--- config.mk ---
export PLATFORM = sky130hd
export DESIGN_NAME = stream_mux_nto1
export DESIGN_NICKNAME = d
export VERILOG_FILES = /design/src/rtl/stream_mux_pkg.sv /design/src/rtl/rr_arbiter.sv /design/src/rtl/stream_mux_nto1.sv
export SDC_FILE = /design/constraint.sdc
export NUM_CORES = 1
export LEC_CHECK = 0
export ABC_AREA = 1
export CELL_PAD_IN_SITES_DETAIL_PLACEMENT = 1
export CELL_PAD_IN_SITES_GLOBAL_PLACEMENT = 2
export CORE_MARGIN = 1
export CORE_UTILIZATION = 21
export CTS_BUF_LIST = sky130_fd_sc_hd__clkbuf_4
export DETAILED_ROUTE_END_ITERATION = 7
export PLACE_DENSITY_LB_ADDON = 0.08
export SLEW_MARGIN = 0
export SYNTH_ARGS = -nofsm -noshare
export SYNTH_HDL_FRONTEND = slang
export SYNTH_SLANG_ARGS = --single-unit
--- constraint.sdc ---
create_clock -name Clk -period 2.5 [get_ports Clk]
set_input_delay 0.5 -clock Clk [delete_from_list [all_inputs] [get_ports Clk]]
set_output_delay 0.5 -clock Clk [all_outputs]
set_load 0.01 [all_outputs]
--- src/rtl/stream_mux_pkg.sv ---
// rtl/stream_mux_pkg.sv - shared mode encodings and flat-bus indexing helper for stream_mux_nto1
package stream_mux_pkg;

    localparam logic MODE_FIXED = 1'b0;
    localparam logic MODE_RR    = 1'b1;

    // Base bit offset of channel `chan` inside a flat {chN-1, ..., ch1, ch0} bus.
    function automatic int unsigned chan_slice(input int unsigned chan, input int unsigned width);
        return chan * width;
    endfunction

endpackage

--- src/rtl/rr_arbiter.sv ---
// rtl/rr_arbiter.sv - round-robin arbiter: first request at or after ptr, wrapping mod N
module rr_arbiter #(
    parameter int N     = 4,
    parameter int SEL_W = $clog2(N)
) (
    input  logic [N-1:0]     req_i,
    input  logic [SEL_W-1:0] ptr_i,
    output logic [N-1:0]     grant_oh_o,
    output logic [SEL_W-1:0] grant_idx_o,
    output logic             grant_valid_o
);

    always_comb begin
        int               idx;
        logic [SEL_W-1:0] idx_s;
        grant_oh_o    = '0;
        grant_idx_o   = '0;
        grant_valid_o = 1'b0;
        idx           = 0;
        idx_s         = '0;
        for (int k = 0; k < N; k++) begin
            idx = int'(ptr_i) + k;
            if (idx >= N) begin
                idx = idx - N;
            end
            idx_s = SEL_W'(idx);
            if (!grant_valid_o && req_i[idx_s]) begin
                grant_valid_o     = 1'b1;
                grant_idx_o       = idx_s;
                grant_oh_o[idx_s] = 1'b1;
            end
        end
    end

endmodule

--- src/rtl/stream_mux_nto1.sv ---
// rtl/stream_mux_nto1.sv - registered N-to-1 stream mux, fixed-select or round-robin
module stream_mux_nto1
    import stream_mux_pkg::*;
#(
    parameter int WIDTH = 8,
    parameter int N     = 4,
    parameter int SEL_W = $clog2(N)
) (
    input  logic                 Clk,
    input  logic                 Rst_n,
    input  logic [N*WIDTH-1:0]   In_data,
    input  logic [N-1:0]         In_valid,
    output logic [N-1:0]         In_ready,
    input  logic                 Mode,
    input  logic [SEL_W-1:0]     Sel,
    output logic [WIDTH-1:0]     Out_data,
    output logic [SEL_W-1:0]     Out_chan,
    output logic                 Out_valid,
    input  logic                 Out_ready
);

    logic [WIDTH-1:0] out_data_q,  out_data_d;
    logic [SEL_W-1:0] out_chan_q,  out_chan_d;
    logic             out_valid_q, out_valid_d;
    logic [SEL_W-1:0] ptr_q,       ptr_d;

    logic [N-1:0]     rr_grant_oh;
    logic [SEL_W-1:0] rr_grant_idx;
    logic             rr_grant_valid;

    logic [N-1:0]     grant_oh;
    logic [SEL_W-1:0] grant_idx;
    logic             grant_valid;
    logic             sel_in_range;
    logic             load_en;
    logic             in_xfer;

    rr_arbiter #(
        .N     (N),
        .SEL_W (SEL_W)
    ) u_rr_arbiter (
        .req_i         (In_valid),
        .ptr_i         (ptr_q),
        .grant_oh_o    (rr_grant_oh),
        .grant_idx_o   (rr_grant_idx),
        .grant_valid_o (rr_grant_valid)
    );

    // Fixed mode decodes Sel directly; an out-of-range Sel grants nothing.
    always_comb begin
        sel_in_range = ({1'b0, Sel} < (SEL_W + 1)'(N));
        grant_oh     = '0;
        grant_idx    = '0;
        grant_valid  = 1'b0;
        if (Mode == MODE_RR) begin
            grant_oh    = rr_grant_oh;
            grant_idx   = rr_grant_idx;
            grant_valid = rr_grant_valid;
        end else if (sel_in_range && In_valid[Sel]) begin
            grant_oh[Sel] = 1'b1;
            grant_idx     = Sel;
            grant_valid   = 1'b1;
        end
    end

    assign load_en  = !out_valid_q || Out_ready;
    assign in_xfer  = Rst_n && load_en && grant_valid;
    assign In_ready = in_xfer ? grant_oh : '0;

    always_comb begin
        out_data_d  = out_data_q;
        out_chan_d  = out_chan_q;
        out_valid_d = out_valid_q;
        ptr_d       = ptr_q;
        if (in_xfer) begin
            out_data_d  = In_data[chan_slice(32'(grant_idx), WIDTH) +: WIDTH];
            out_chan_d  = grant_idx;
            out_valid_d = 1'b1;
            if (Mode == MODE_RR) begin
                ptr_d = (32'(grant_idx) == N - 1) ? '0 : grant_idx + 1'b1;
            end
        end else if (Out_ready) begin
            out_valid_d = 1'b0;
        end
    end

    always_ff @(posedge Clk) begin
        if (!Rst_n) begin
            out_data_q  <= '0;
            out_chan_q  <= '0;
            out_valid_q <= 1'b0;
            ptr_q       <= '0;
        end else begin
            out_data_q  <= out_data_d;
            out_chan_q  <= out_chan_d;
            out_valid_q <= out_valid_d;
            ptr_q       <= ptr_d;
        end
    end

    assign Out_data  = out_data_q;
    assign Out_chan  = out_chan_q;
    assign Out_valid = out_valid_q;

endmodule

## Yosys cells after proc, flatten, opt, wreduce, memory -nomap -nowiden

Cells that the tools add are included.

| word-level totals | value |
|---|---|
| register bits | 13 |
| input port bits | 42 |
| output and inout port bits | 15 |
| word-level logic and storage cells | 94 |

| operators by class | value |
|---|---|
| add/sub/neg operators | 8 |
| $lt $le $gt $ge | 14 |
| eq/ne operators | 1 |
| shift-type cells | 1 |
| mux-type cells | 46 |
| bitwise operators | 3 |
| reduce and logical (&&, ||, !) cells | 17 |

Operators by type and width:

| operator | count |
|---|---|
| $shiftx A32 B6 Y8 | 1 |
| $mux W4 | 7 |
| $mux W2 | 11 |
| $mux W1 | 18 |
| $lt A2 B3 Y1 const B | 5 |
| $or A4 B4 Y4 | 3 |
| $bmux W1 S2 | 5 |
| $demux W1 S2 | 5 |
| $ge A2 B1 Y1 const B | 5 |
| $logic_and A1 B1 Y1 | 10 |
| $ge A3 B3 Y1 const B | 3 |
| $sub A2 B1 Y2 const B | 4 |
| $add A2 B2 Y3 const B | 2 |
| $logic_not A1 Y1 | 4 |
| $add A2 B1 Y3 const B | 1 |
| $ge A2 B3 Y1 const B | 1 |
| $add A2 B1 Y2 const B | 1 |
| $eq A2 B2 Y1 const B | 1 |
| $reduce_and A2 Y1 | 1 |
| $reduce_bool A2 Y1 | 1 |
| $logic_or A1 B1 Y1 | 1 |

## Depth between registers and ports, before layout

Gate-level depths: netlist of run 1.

| logic depth | value |
|---|---|
| depth after elaboration | 17 |
| mapped depth | 16 |
| gate-level depth less buffers | 16 |

## Modules after synthesis

A second synthesis of run 1 with hierarchy kept.

| unflattened totals | value |
|---|---|
| cell total of the unflattened synthesis | 222 |
| area, all modules | 1451.4 um^2 |

Modules (own cells, without submodules):

| module | times used | cells each | area an instance (um^2) |
|---|---|---|---|
| stream_mux_nto1 | 1 | 148 | 1011.0 |
| rr_arbiter | 1 | 74 | 440.4 |

## Worst setup path after synthesis of run 1

Ideal clock, no wire load.

| timing | value |
|---|---|
| path type | register to output |
| start | register ptr_q[1] |
| end | output port In_ready[3] |
| data arrival time | 1.951 ns |
| required time | 2.000 ns |
| slack | 0.049 ns |
| stages on the path, launching flop included | 12 |
| buffers on the path | 1 |
| cell sequence | dfxtp_1 > inv_2 > ha_1 > inv_1 > nand3_2 > nand2_4 > nand4_2 > nand2_2 > nand2_2 > nand2_4 > buf_4 > o32ai_2 |

| on the way | value |
|---|---|
| longest elaborated chain between the ends | 17 |
| elaborated cells on any way between the ends | 64 |
| those cells by class | 7 x add/sub; 12 x order compare; 31 x mux; 3 x bitwise; 11 x reduce/logical |

Ends and longest elaborated chain:

| element | line | text |
|---|---|---|
| from (decl) | stream_mux_nto1.sv:25 | `logic [SEL_W-1:0] ptr_q, ptr_d;` |
| from (signal assigned) | stream_mux_nto1.sv:97 | `ptr_q <= ptr_d;` |
| parallel branches: the longest is 16 deep, another holds $add A2 B1 Y3 | n/a |  |
| $mux W4 * | stream_mux_nto1.sv:68 | `assign In_ready = in_xfer ? grant_oh : '0;` |
| to (decl) | stream_mux_nto1.sv:13 | `output logic [N-1:0] In_ready,` |

Every way passes the cells marked *. The select of a mux whose other input is x is not followed.

## Worst setup path in the final report of run 1

| timing | value |
|---|---|
| start | register ptr_q[0] |
| end | output port In_ready[3] |

Same word-level chain as after synthesis.

==> results.json, run 1 <==
{
  "status": "complete, but fails checks",
  "violations": "negative setup slack",
  "maxSlewViolCount": 0,
  "holdBufCountCts": 0,
  "rsz0062_at_grt": "yes",
  "skew_ps": 2.707,
  "fp-row-count": 31,
  "syn_avg_cell_area_um2": 6.398,
  "wl_per_cell_um": 13.04,
  "crit_top_cell": "buf_4",
  "critPathLaunchType": "flop",
  "slew_headroom": 0.7344,
  "finalHoldViolations": 0,
  "cts.sinks": 13,
  "synth-warning-count": 0,
  "antenna_found_initial": 0,
  "grt_max_degree": 24,
  "clk_pin_slew_worst_paths_ps": 90,
  "worstPathRequired_ps": 2000,
  "final_antenna_net_count": 0,
  "ys_ff_latch": 13,
  "place_ws_ps": -690.6,
  "drt-total-wl_um": 5918,
  "synth_area_leader_cell": "dfxtp_1",
  "start_util": 0.2214,
  "cp_max_fo": 6,
  "cap_viol_max_count": 0,
  "hold_depth": 2,
  "drt_pass1_iterations": 4,
  "cpLargestDelayFamily": "buffers and inverters",
  "worst_setup_path_end_kind": "output port",
  "reg2reg_slack_ps": 240,
  "grt_pass1_wl_um": 9901,
  "cts-buffers-inserted": 3,
  "timing.rr.start": "ptr_q[1]$_SDFFE_PN0P_",
  "utilization": 0.3621,
  "drtIter0Drc": 45,
  "grt_remaining_overflow": 0,
  "crit_chain": "inv_2 > ha_4 > buf_4 > nand3_4 > nand2_4 > nor2_1 > buf_4 > a22oi_2 > nand2_1 > a21oi_2 > o32ai_2 > buf_2",
  "worstReg2RegEnd": "Out_data[7]$_SDFFE_PN0P_",
  "ys_seq_area_frac": 0.1595,
  "worstPathArrival_ps": 2070,
  "cts.path.max_buffers": 2,
  "grt_pass1_vias": 2005,
  "syn_nets": 305,
  "clock_latency_ps": 280,
  "final.min_clock_period_ps": 2566,
  "slowest_stage": "dfxtp_2",
  "finalWorstSetupSlack_ps": -66.13,
  "grtUsageTotal": 0.1505,
  "gp_congestion": 0.8419,
  "syn2layout_area_growth_pct": 63.57,
  "die_x_um": 90.15,
  "place_inst": 443,
  "hold_start": "Out_chan[1]$_SDFFE_PN0P_",
  "critPathMaxStageDelay_ps": 350,
  "drc": 0,
  "io_buffer_count": 56,
  "cts_tree": "done",
  "synth_area_leaders": "dfxtp_1 16%, nand2_1 15%, nand3_1 11%, nand2_2 9.6%, ha_1 6.1%",
  "fp.coreArea_um2": 7370,
  "worst_pin_slew_ps": 397.0,
  "syn_inst": 255,
  "cp_num_buf_inv": 4,
  "ios": 57,
  "antenna_cells": 0,
  "synth_top_area_frac": 0.1595,
  "die-area_um2": 8126,
  "n_fill_cell": 969,
  "syn_area_um2": 1632,
  "reg2reg_depth": 15,
  "layout-drive-gt1-share": 0.3634,
  "finalCritPeriodShare": 1.026,
  "vias": 1934,
  "place_hpwl_um": 4690,
  "power_leakage_nw": 1.300,
  "cp-startpoint": "ptr_q[0]$_SDFFE_PN0P_",
  "hold_path.class": "reg -> reg",
  "chipHeight_um": 90.15,
  "worstSetupPathType": "reg -> out",
  "htree_levels": 1,
  "nets": 406,
  "vias_per_cell": 4.260,
  "hold_path_end": "Out_chan[1]$_SDFFE_PN0P_",
  "power_density_nw_per_um2": 393.4,
  "root_buffer": "clkbuf_4",
  "finalNonFillerCells": 454,
  "vdd_drop_max_uv": 150.8,
  "synth_cell_types": 32,
  "fmax_ghz": 0.3897,
  "setup_viol": 4
}
-- metal layers --
layer,GRT usage,vias to the layer above,share of wire
li1,-,1014,-
met1,0.2028,878,0.50
met2,0.2589,38,0.48
met3,0.02115,4,0.020
met4,0.02016,0,0.0076
met5,0,-,0
-- synthesized netlist by cell type --
cell type and count:
a21oi_1 5, buf_4 1, a21oi_2 1, buf_2 1, nand2_4 5, buf_6 2
nand2_2 25, clkbuf_1 1, o21ai_0 1, nand4_2 1, a211oi_2 3, o21ai_1 2
ha_1 8, o32ai_2 1, a21oi_4 1, nor3_1 1, inv_2 6, nand2_1 64
inv_1 25, o21ai_2 2, inv_4 2, nand4_1 3, nor2_1 25, nor2_4 1
nand3_4 1, nand2_8 1, nand3_2 5, nor2_2 6, dfxtp_1 13, nand3_1 37
a22oi_1 3, buf_12 2
-- state kept, by name (all words and copies together), names as in the netlist --
name / count
ptr_q: 2
Out_chan: 2
Out_valid: 1
Out_data: 8
-- power breakdown --
group | switching, mW | internal (mW)
sequential | 0.0172 | 0.240
clock | 0.0739 | 0.0727
combinational | 0.335 | 0.311
-- final cells by class --
cell class | count | area [um2] | area share
repair buffers | 103 | 894.6 | 0.3352
flip-flops and latches | 13 | 262.8 | 0.09845
multi-input cells | 202 | 1229 | 0.4604
well taps | 99 | 123.9 | 0.04641
clock buffers | 4 | 30.03 | 0.01125
inverters | 33 | 128.9 | 0.04829
-- layout by cell type (no fill, tap or decap), types with 3 or more instances in the layout --
| cell | n |
|---|---|
| clkbuf_4 | 4 |
| ha_1 | 7 |
| a21oi_1 | 4 |
| inv_2 | 9 |
| nand3_2 | 6 |
| nand4_1 | 3 |
| nor2_1 | 24 |
| dfxtp_1 | 11 |
| nand2_1 | 62 |
| inv_1 | 22 |
| nand3_1 | 35 |
| nand2_2 | 26 |
| buf_4 | 45 |
| nand2_4 | 5 |
| nor2_2 | 6 |
| buf_2 | 4 |
| clkdlybuf4s50_1 | 46 |
| dlygate4sd2_1 | 5 |
| a211oi_2 | 3 |
-- worst max path at each step --
stage,slack (ps),depth (start not counted),end
6_report,-70,12,In_ready[3]
5_1_grt,-240,12,In_ready[2]
4_1_cts,-70,12,In_ready[2]
3_5_place_dp,-690,12,In_ready[2]
3_3_place_gp,-650,10,In_ready[3]
2_1_floorplan,50,11,In_ready[3]
-- what timing repair did --
item | CTS | global route
resized for setup | 39 | 3
pin swaps | 11 | 1
buffers inserted | 5 | 2
setup endpoints to repair | 4 | 4
-- cells by family after synthesis --
logic type | Yosys count | share of synthesized area
AO/OA/AOI/OAI | 19 | 0.09740
adder cells (fa/ha/maj) | 8 | 0.06135
buffers and inverters | 40 | 0.1273
flip-flops | 13 | 0.1595
AND/OR/NAND/NOR | 175 | 0.5544
-- metrics by stage --
| step | hold WS [ps] | power (mW) | TNS, ps | cell area [um2] |
|---|---|---|---|---|
| global placement | 451.9 | 0.8659 | -4700 | 2537 |
| CTS | 469.7 | 1.055 | -264.5 | 2640 |
| detailed placement | 452.5 | 0.8684 | -4641 | 2537 |
| global route | 497.5 | 1.143 | -788.4 | 2669 |
| floorplan | 480.5 | 0.6000 | 0 | 1632 |
| finish | 464.5 | 1.050 | -154.6 | 2669 |
-- tightest hold or removal path: cells and delay by family (launching register included) --
kind | cells | cell delay (ps)
compound gates | 1 | 50
flops | 1 | 320
simple gates | 1 | 50
No activity file was read; power rests on OpenSTA's default activity.
==> inputs of run 2 (changes only) <==
Settings changed: GPL_ROUTABILITY_DRIVEN set to 0.
==> results of run 2 <==
The final DEF is identical to that of run 1; final timing and power are the same.
==> inputs of run 3 (changes only) <==
Settings changed: SETUP_SLACK_MARGIN set to 0.05.
==> results.json, run 3 (synthesis results as in run 1) <==
{
  "status": "complete, but fails checks",
  "violations": "negative setup slack",
  "worstPathRequired_ps": 2000,
  "p_seq_frac": 0.250,
  "place_hpwl_um": 4522,
  "stdcell_area_um2": 2620,
  "grt_pass1_wl_um": 9432,
  "comb_power_share": 0.605,
  "cts.sinks": 13,
  "grt_remaining_overflow": 0,
  "grtUsageTotal": 0.1431,
  "final_antenna_net_count": 0,
  "io_buffer_count": 56,
  "skew_ps": 3.721,
  "worstSetupPathType": "reg -> out",
  "cts-buffers-inserted": 3,
  "drc": 0,
  "setup_viol": 2,
  "fp-row-count": 31,
  "nets": 396,
  "switching_share": 0.4086,
  "clk_pin_slew_worst_paths_ps": 90,
  "die_x_um": 90.15,
  "ios": 57,
  "chipHeight_um": 90.15,
  "antenna_found_initial": 0,
  "worstPathArrival_ps": 2010,
  "vdd_drop_max_uv": 129.9,
  "grt_max_degree": 24,
  "placedInstanceArea_um2": 2486,
  "die-area_um2": 8126,
  "maxSlewViolCount": 0,
  "largest_register_ffs": 8,
  "rsz0062_at_grt": "yes",
  "fmax_ghz": 0.3987,
  "switchingPower_uw": 418.7,
  "layout_commonest_cell": "nand2_1",
  "worst_setup_path_end_kind": "output port",
  "root_buffer": "clkbuf_4",
  "hold_path.class": "reg -> reg",
  "critPathLaunchType": "flop",
  "setup_tns_ps": -11.21,
  "finalCritPeriodShare": 1.003,
  "finalHoldViolations": 0,
  "cap_viol_max_count": 0,
  "antenna_cells": 0,
  "layout_common_cells": "61 x nand2_1, 46 x clkdlybuf4s50_1, 34 x buf_4",
  "holdBufCountCts": 0,
  "clock_latency_ps": 280,
  "power.total_mw": 1.025,
  "drt_pass1_iterations": 4,
  "power_density_nw_per_um2": 391.1,
  "place_ws_ps": -663.0,
  "vias": 1872,
  "drtIter0Drc": 38,
  "grt_pass1_vias": 1956,
  "cts_tree": "done",
  "power_leakage_nw": 1.271,
  "slew_headroom": 0.8302,
  "htree_levels": 1,
  "utilization": 0.3555,
  "fp.coreArea_um2": 7370,
  "wl_per_cell_um": 12.49,
  "p_int_uw": 605.9,
  "cp_max_fo": 5,
  "worst_pin_slew_ps": 254.1,
  "finalWorstSetupSlack_ps": -8.195,
  "layout-drive-gt1-share": 0.3623,
  "final.min_clock_period_ps": 2508,
  "syn2layout_area_growth_pct": 60.58,
  "cts.path.max_buffers": 2,
  "vias_per_cell": 4.216,
  "drt-total-wl_um": 5547,
  "pwr-share-clk": 0.145,
  "start_util": 0.2214
}
[run 3: changes by cell type in the layout (fill, tap and decap cells not counted), sizes merged]
cell,delta
buf,-10
clkdlybuf4s15,+1
dlygate4sd2,-1
[run 3: stage by stage]
stage	cells	hold WS (ps)
floorplan	255	480.5
global placement	436	447.4
detailed placement	436	459.3
CTS	443	473.3
global route	444	503.2
finish	444	467.8
[run 3: cell type report]
class                      count  area [um2]
sequential                    13       262.8
clock buffer                   4       30.03
tap                           99       123.9
multi-input combinational    202        1247
inverter                      33       131.4
fill                         941        4750
timing repair buffer          93       824.5
[run 3: final timing paths]
check	from	to	slack, ps	cells after the start
worst min register to register	Out_chan[1]$_SDFFE_PN0P_	Out_chan[1]$_SDFFE_PN0P_	470	2
worst max-delay path	ptr_q[1]$_SDFFE_PN0P_	In_ready[2]	-8	12
worst max register to register	ptr_q[1]$_SDFFE_PN0P_	Out_data[2]$_SDFFE_PN0P_	320	16
worst min-delay path	Out_chan[1]$_SDFFE_PN0P_	Out_chan[1]$_SDFFE_PN0P_	470	2
[run 3: layer usage]
metal	vias to the layer above	share of wire	global-route usage
li1	996	-	-
met3	4	0.039	0.02369
met2	37	0.46	0.2360
met1	835	0.49	0.1945
met5	-	0	0
met4	0	0.0083	0.03091
[run 3: critical path: stages (launching register included)]
cell and delay [ps]:
dfxtp_2 350, inv_2 50, ha_4 300, buf_6 110
nand3_4 70, nand2_4 100, nand4_1 150, inv_2 140
nand2_2 60, nand3_2 60, nor2_2 40, a211oi_2 140
buf_2 160
[run 3: power groups by stage]
stage	Combinational (mW)	Clock [mW]	Sequential, mW
after CTS	0.612	0.157	0.257
final	0.620	0.149	0.257
after global routing	0.687	0.170	0.261
after detailed placement	0.587	0	0.262
after floorplan	0.324	0	0.276
after global placement	0.584	0	0.261
[run 3: timing repair]
action / 4_1_cts / 5_1_grt
setup endpoints to repair: 4 / 4
gates resized for setup: 37 / 12
buffers inserted: 3 / 1
pin swaps: 6 / 6
==> patch 1 (flow settings as in run 1) <==
Set the parameter `WIDTH` to 10 (it was 8).
--- a/src/rtl/stream_mux_nto1.sv
+++ b/src/rtl/stream_mux_nto1.sv
@@ -3,5 +3,5 @@
     import stream_mux_pkg::*;
 #(
-    parameter int WIDTH = 8,
+    parameter int WIDTH = 10,
     parameter int N     = 4,
     parameter int SEL_W = $clog2(N)
Interface: changed (resized In_data and Out_data); port bits go from 57 to 67. No check against the original RTL was run, so the function may have changed too.
==> patch 1 against run 1 <==
  * The run still ends with setup timing left
  * Maximum frequency down 1.2%
  * Routed wire length up 11%
  * Worst setup slack worse by 0.030 ns
  * Area after synthesis up 1.8%
  * Power up 17%
  * Via count up 9.7%
  * Non-clock buffer count up 13
  * Final area up 13%
  * Sequential power up 16%
  * Sequential cell count up 2
  * Critical path type is now input port to output pin
==> patch 1: results <==
[timing]
finalSetupViolCount = 4
setup_ws_ns = -0.0961
tightest_slew_ns = 0.259
skew_ns = 0.0145

[cells_and_area]
n_fill_cell = 983
largest_reg_flops = 10
drive_above_1_share_pct = 31.5
final_nets = 446

[status]
violations = "setup timing"
status = "finished with violations"

[route]
met2_length_um = 3320
via_per_inst = 4.34
wl_um = 6570
dr_wl_met3_um = 175
wl_met1_um = 3020
drtIter0Drc = 42

[yosys]
synthTopCellsByCount = "86 x nand2_1, 52 x nand3_1, 26 x inv_1, 26 x nor2_1, 15 x dfxtp_1"
netlist_top_cells_area = "nand2_1 19%, dfxtp_1 18%, nand3_1 16%"
yosysWarningCount = 0
synth_nets = 334
synth.distinct_cells = 30
yosysSeqAreaShare_pct = 18.1

[global_routing]
grt_usage_pct = 16.1
grt_pass1_vias = 2125
grt_max_degree = 15
grt_pass1_wl_um = 10400

[power]
irDropWorstVdd_v = 0.000132

[clock_network]
insertion_delay_ns = 0.31
cts.clk_slew.worst_paths_ns = 0.11

[placement]
portBuffers = 66
place.gp.congestion = 0.792

[worst_setup_path]
crit_path_max_fanout = 5
cp.arrival_ns = 2.10
patch 1: repair_timing:
action | CTS | global route
pin swaps | 9 | 12
setup endpoints to repair | 4 | 4
buffers inserted | 7 | 7
gates resized for setup | 49 | 26
patch 1: metal layers:
| layer | GRT usage, % | vias to the layer above |
|---|---|---|
| li1 | - | 1114 |
| met1 | 20.6 | 969 |
| met2 | 28.2 | 35 |
| met3 | 2.36 | 4 |
| met4 | 3.57 | 0 |
| met5 | 0 | - |
patch 1: power by group:
| group | leakage [nW] | switching (mW) | internal, mW |
|---|---|---|---|
| Clock | 0.0184 | 0.0912 | 0.0731 |
| Combinational | 1.30 | 0.381 | 0.383 |
| Sequential | 0.126 | 0.0222 | 0.276 |
patch 1: cell families after synthesis:
family,after synthesis,share of synthesized area (%)
fa+ha+maj,8,6.03
buf+inv,42,12.7
flops,15,18.1
compound gates,20,8.59
simple gates,191,54.6
patch 1: worst paths after layout:
path	slack, ns	cells after the start	to	from
setup / recovery	-0.1	12	In_ready[3]	In_valid[2]
hold / removal	0.49	2	Out_data[9]	Out_data[9]
setup reg to reg	0.18	16	Out_data[4]	ptr_q[0]
hold reg to reg	0.49	2	Out_data[9]	Out_data[9]
patch 1: worst max-delay path, stage by stage:
cell and delay (ns):
dlygate4sd2_1 0.33, inv_1 0.11, nand2_4 0.08, nand3_2 0.09
nand2_4 0.11, buf_4 0.13, nor2_4 0.04, a22oi_1 0.15
nand2_1 0.11, a21oi_4 0.17, o32ai_4 0.12, buf_2 0.15
patch 1: cell type report:
type | count | share of cell area, %
Inverter | 33 | 4.54
Multi-Input combinational cell | 219 | 44.3
Timing Repair Buffer | 116 | 35.8
Sequential cell | 15 | 10.2
Clock buffer | 4 | 1.00
Tap cell | 102 | 4.25
patch 1: through the flow:
step / setup TNS (ns) / instances / worst slack (ns) / hold slack, ns / area (µm²)
5_1_grt: -0.630 / 489 / -0.181 / 0.511 / 3000
4_1_cts: -0.241 / 482 / -0.0982 / 0.494 / 2840
2_1_floorplan: 0 / 276 / 0.00453 / 0.491 / 1660
3_3_place_gp: -4.12 / 471 / -0.746 / 0.471 / 2680
6_report: -0.232 / 489 / -0.0961 / 0.487 / 3000
3_5_place_dp: -4.49 / 471 / -0.770 / 0.472 / 2680
==> patch 2 (flow settings as in run 1) <==
Without the edit above. Take the reset off `out_data_q` and load it in a clocked block of its own.
--- a/src/rtl/stream_mux_nto1.sv
+++ b/src/rtl/stream_mux_nto1.sv
@@ -87,14 +87,16 @@
     always_ff @(posedge Clk) begin
         if (!Rst_n) begin
-            out_data_q  <= '0;
             out_chan_q  <= '0;
             out_valid_q <= 1'b0;
             ptr_q       <= '0;
         end else begin
-            out_data_q  <= out_data_d;
             out_chan_q  <= out_chan_d;
             out_valid_q <= out_valid_d;
             ptr_q       <= ptr_d;
         end
+    end
+
+    always_ff @(posedge Clk) begin
+        out_data_q <= out_data_d;
     end
 
Behaviour: differs if Rst_n is asserted again (counterexample within 4 cycles, from zero or initial values and one cycle with Rst_n low); with Rst_n held inactive, the same outputs for 10 cycles.
==> patch 2 against run 1 <==
  * Final area fell by 2.7%
  * Area after synthesis is 5.8% lower
  * Count of clock-buffer cells in the layout did not move
  * Power shrank 3.0%
  * Sequential share of layout area up 3.5 points
  * Sequential cell count unchanged
  * Routed wire length down 16%
  * Worst setup slack better by 0.094 ns
  * Critical path type unchanged
  * Critical endpoint is now In_ready[2]
  * Largest power group unchanged
  * Highest routed layer unchanged
==> patch 2: results <==
[power]
power.leakage_nw = 1.19
p_total_mw = 1.02

[route]
dr_wl_met3_um = 121
via_per_inst = 4.14
met2_length_um = 2350
drtIter0Drc = 37

[yosys]
synth_edf_count = 8
netlist_top_cells_area = "edfxtp_1 16%, nand2_1 11%, inv_1 8.8%"
synthTopCellsByCount = "45 x nand2_1, 36 x inv_1, 18 x nand2_2, 18 x o211ai_1, 14 x nand3_1"
yosysSeqAreaShare_pct = 22.1
synth_nets = 263

[cells_and_area]
final_nets = 360

[timing]
hold_slack_ns = 0.487
max_slew_margin_pct = 85.4
skew_ns = 0.000794
setup_ws_ns = 0.0281

[status]
status = "finished, final reports clean"

[placement]
place.gp.congestion = 0.740
dpl.hpwl_um = 4220
dpl_worst_slack_ns = -0.644

[global_routing]
grtUsageMet2_pct = 22.9
grt_max_degree = 18
grt_usage_pct = 13.6
grtUsageMet3_pct = 1.79

[worst_setup_path]
reg2reg_from = "ptr_q[0]"
r2r_slack_ns = 0.28
cp.arrival_ns = 1.97
crit_path_max_fanout = 4
[patch 2: cell types whose count changed after synthesis, sizes merged, moves of 2 or more]
| cell | change |
|---|---|
| buf | -2 |
| inv | +11 |
| o31ai | +2 |
| nand3 | -23 |
| dfxtp | -8 |
| a211oi | -3 |
| nor2 | -21 |
| nand2 | -25 |
| o2111ai | +2 |
| o21ai | +3 |
| o211ai | +18 |
| a21oi | -4 |
| edfxtp | +8 |
[patch 2: metrics by stage]
stage,instances,area [µm²]
6_report,405,2600
5_1_grt,405,2600
4_1_cts,404,2580
3_5_place_dp,396,2460
3_3_place_gp,396,2460
2_1_floorplan,213,1540
[patch 2: critical path, cell delays in order (launching register included)]
cell and delay, ns:
dfxtp_4 0.39, inv_8 0.04, ha_4 0.26, inv_2 0.07
nand3_2 0.07, nand2_4 0.10, buf_4 0.14, nand4_4 0.12
o211ai_1 0.19, o21ai_1 0.09, nor2_2 0.10, buf_2 0.13
[patch 2: cell type report]
| cell class | instances | area [µm²] |
|---|---|---|
| Tap cell | 96 | 120 |
| Timing Repair Buffer | 96 | 886 |
| Fill cell | 853 | 4350 |
| Clock buffer | 4 | 30.0 |
| Multi-Input combinational cell | 152 | 1040 |
| Inverter | 44 | 175 |
| Sequential cell | 13 | 345 |
[patch 2: cells by family (layout without fill, tap and decap cells)]
| group | count (synthesis) | after routing | synth area share, % |
|---|---|---|---|
| AOI/OAI and AO/OA | 36 | 36 | 16.4 |
| adders and majority gates | 8 | 8 | 6.51 |
| buffers and inverters | 48 | 144 | 14.9 |
| DFF | 13 | 13 | 22.1 |
| and+or+nand+nor | 108 | 108 | 40.0 |
[patch 2: what timing repair did]
action | CTS | global route
gates resized for setup | 45 | 2
setup buffers | 4 | 1
endpoints found under the setup margin | 4 | 4
pin swaps | 13 | 8
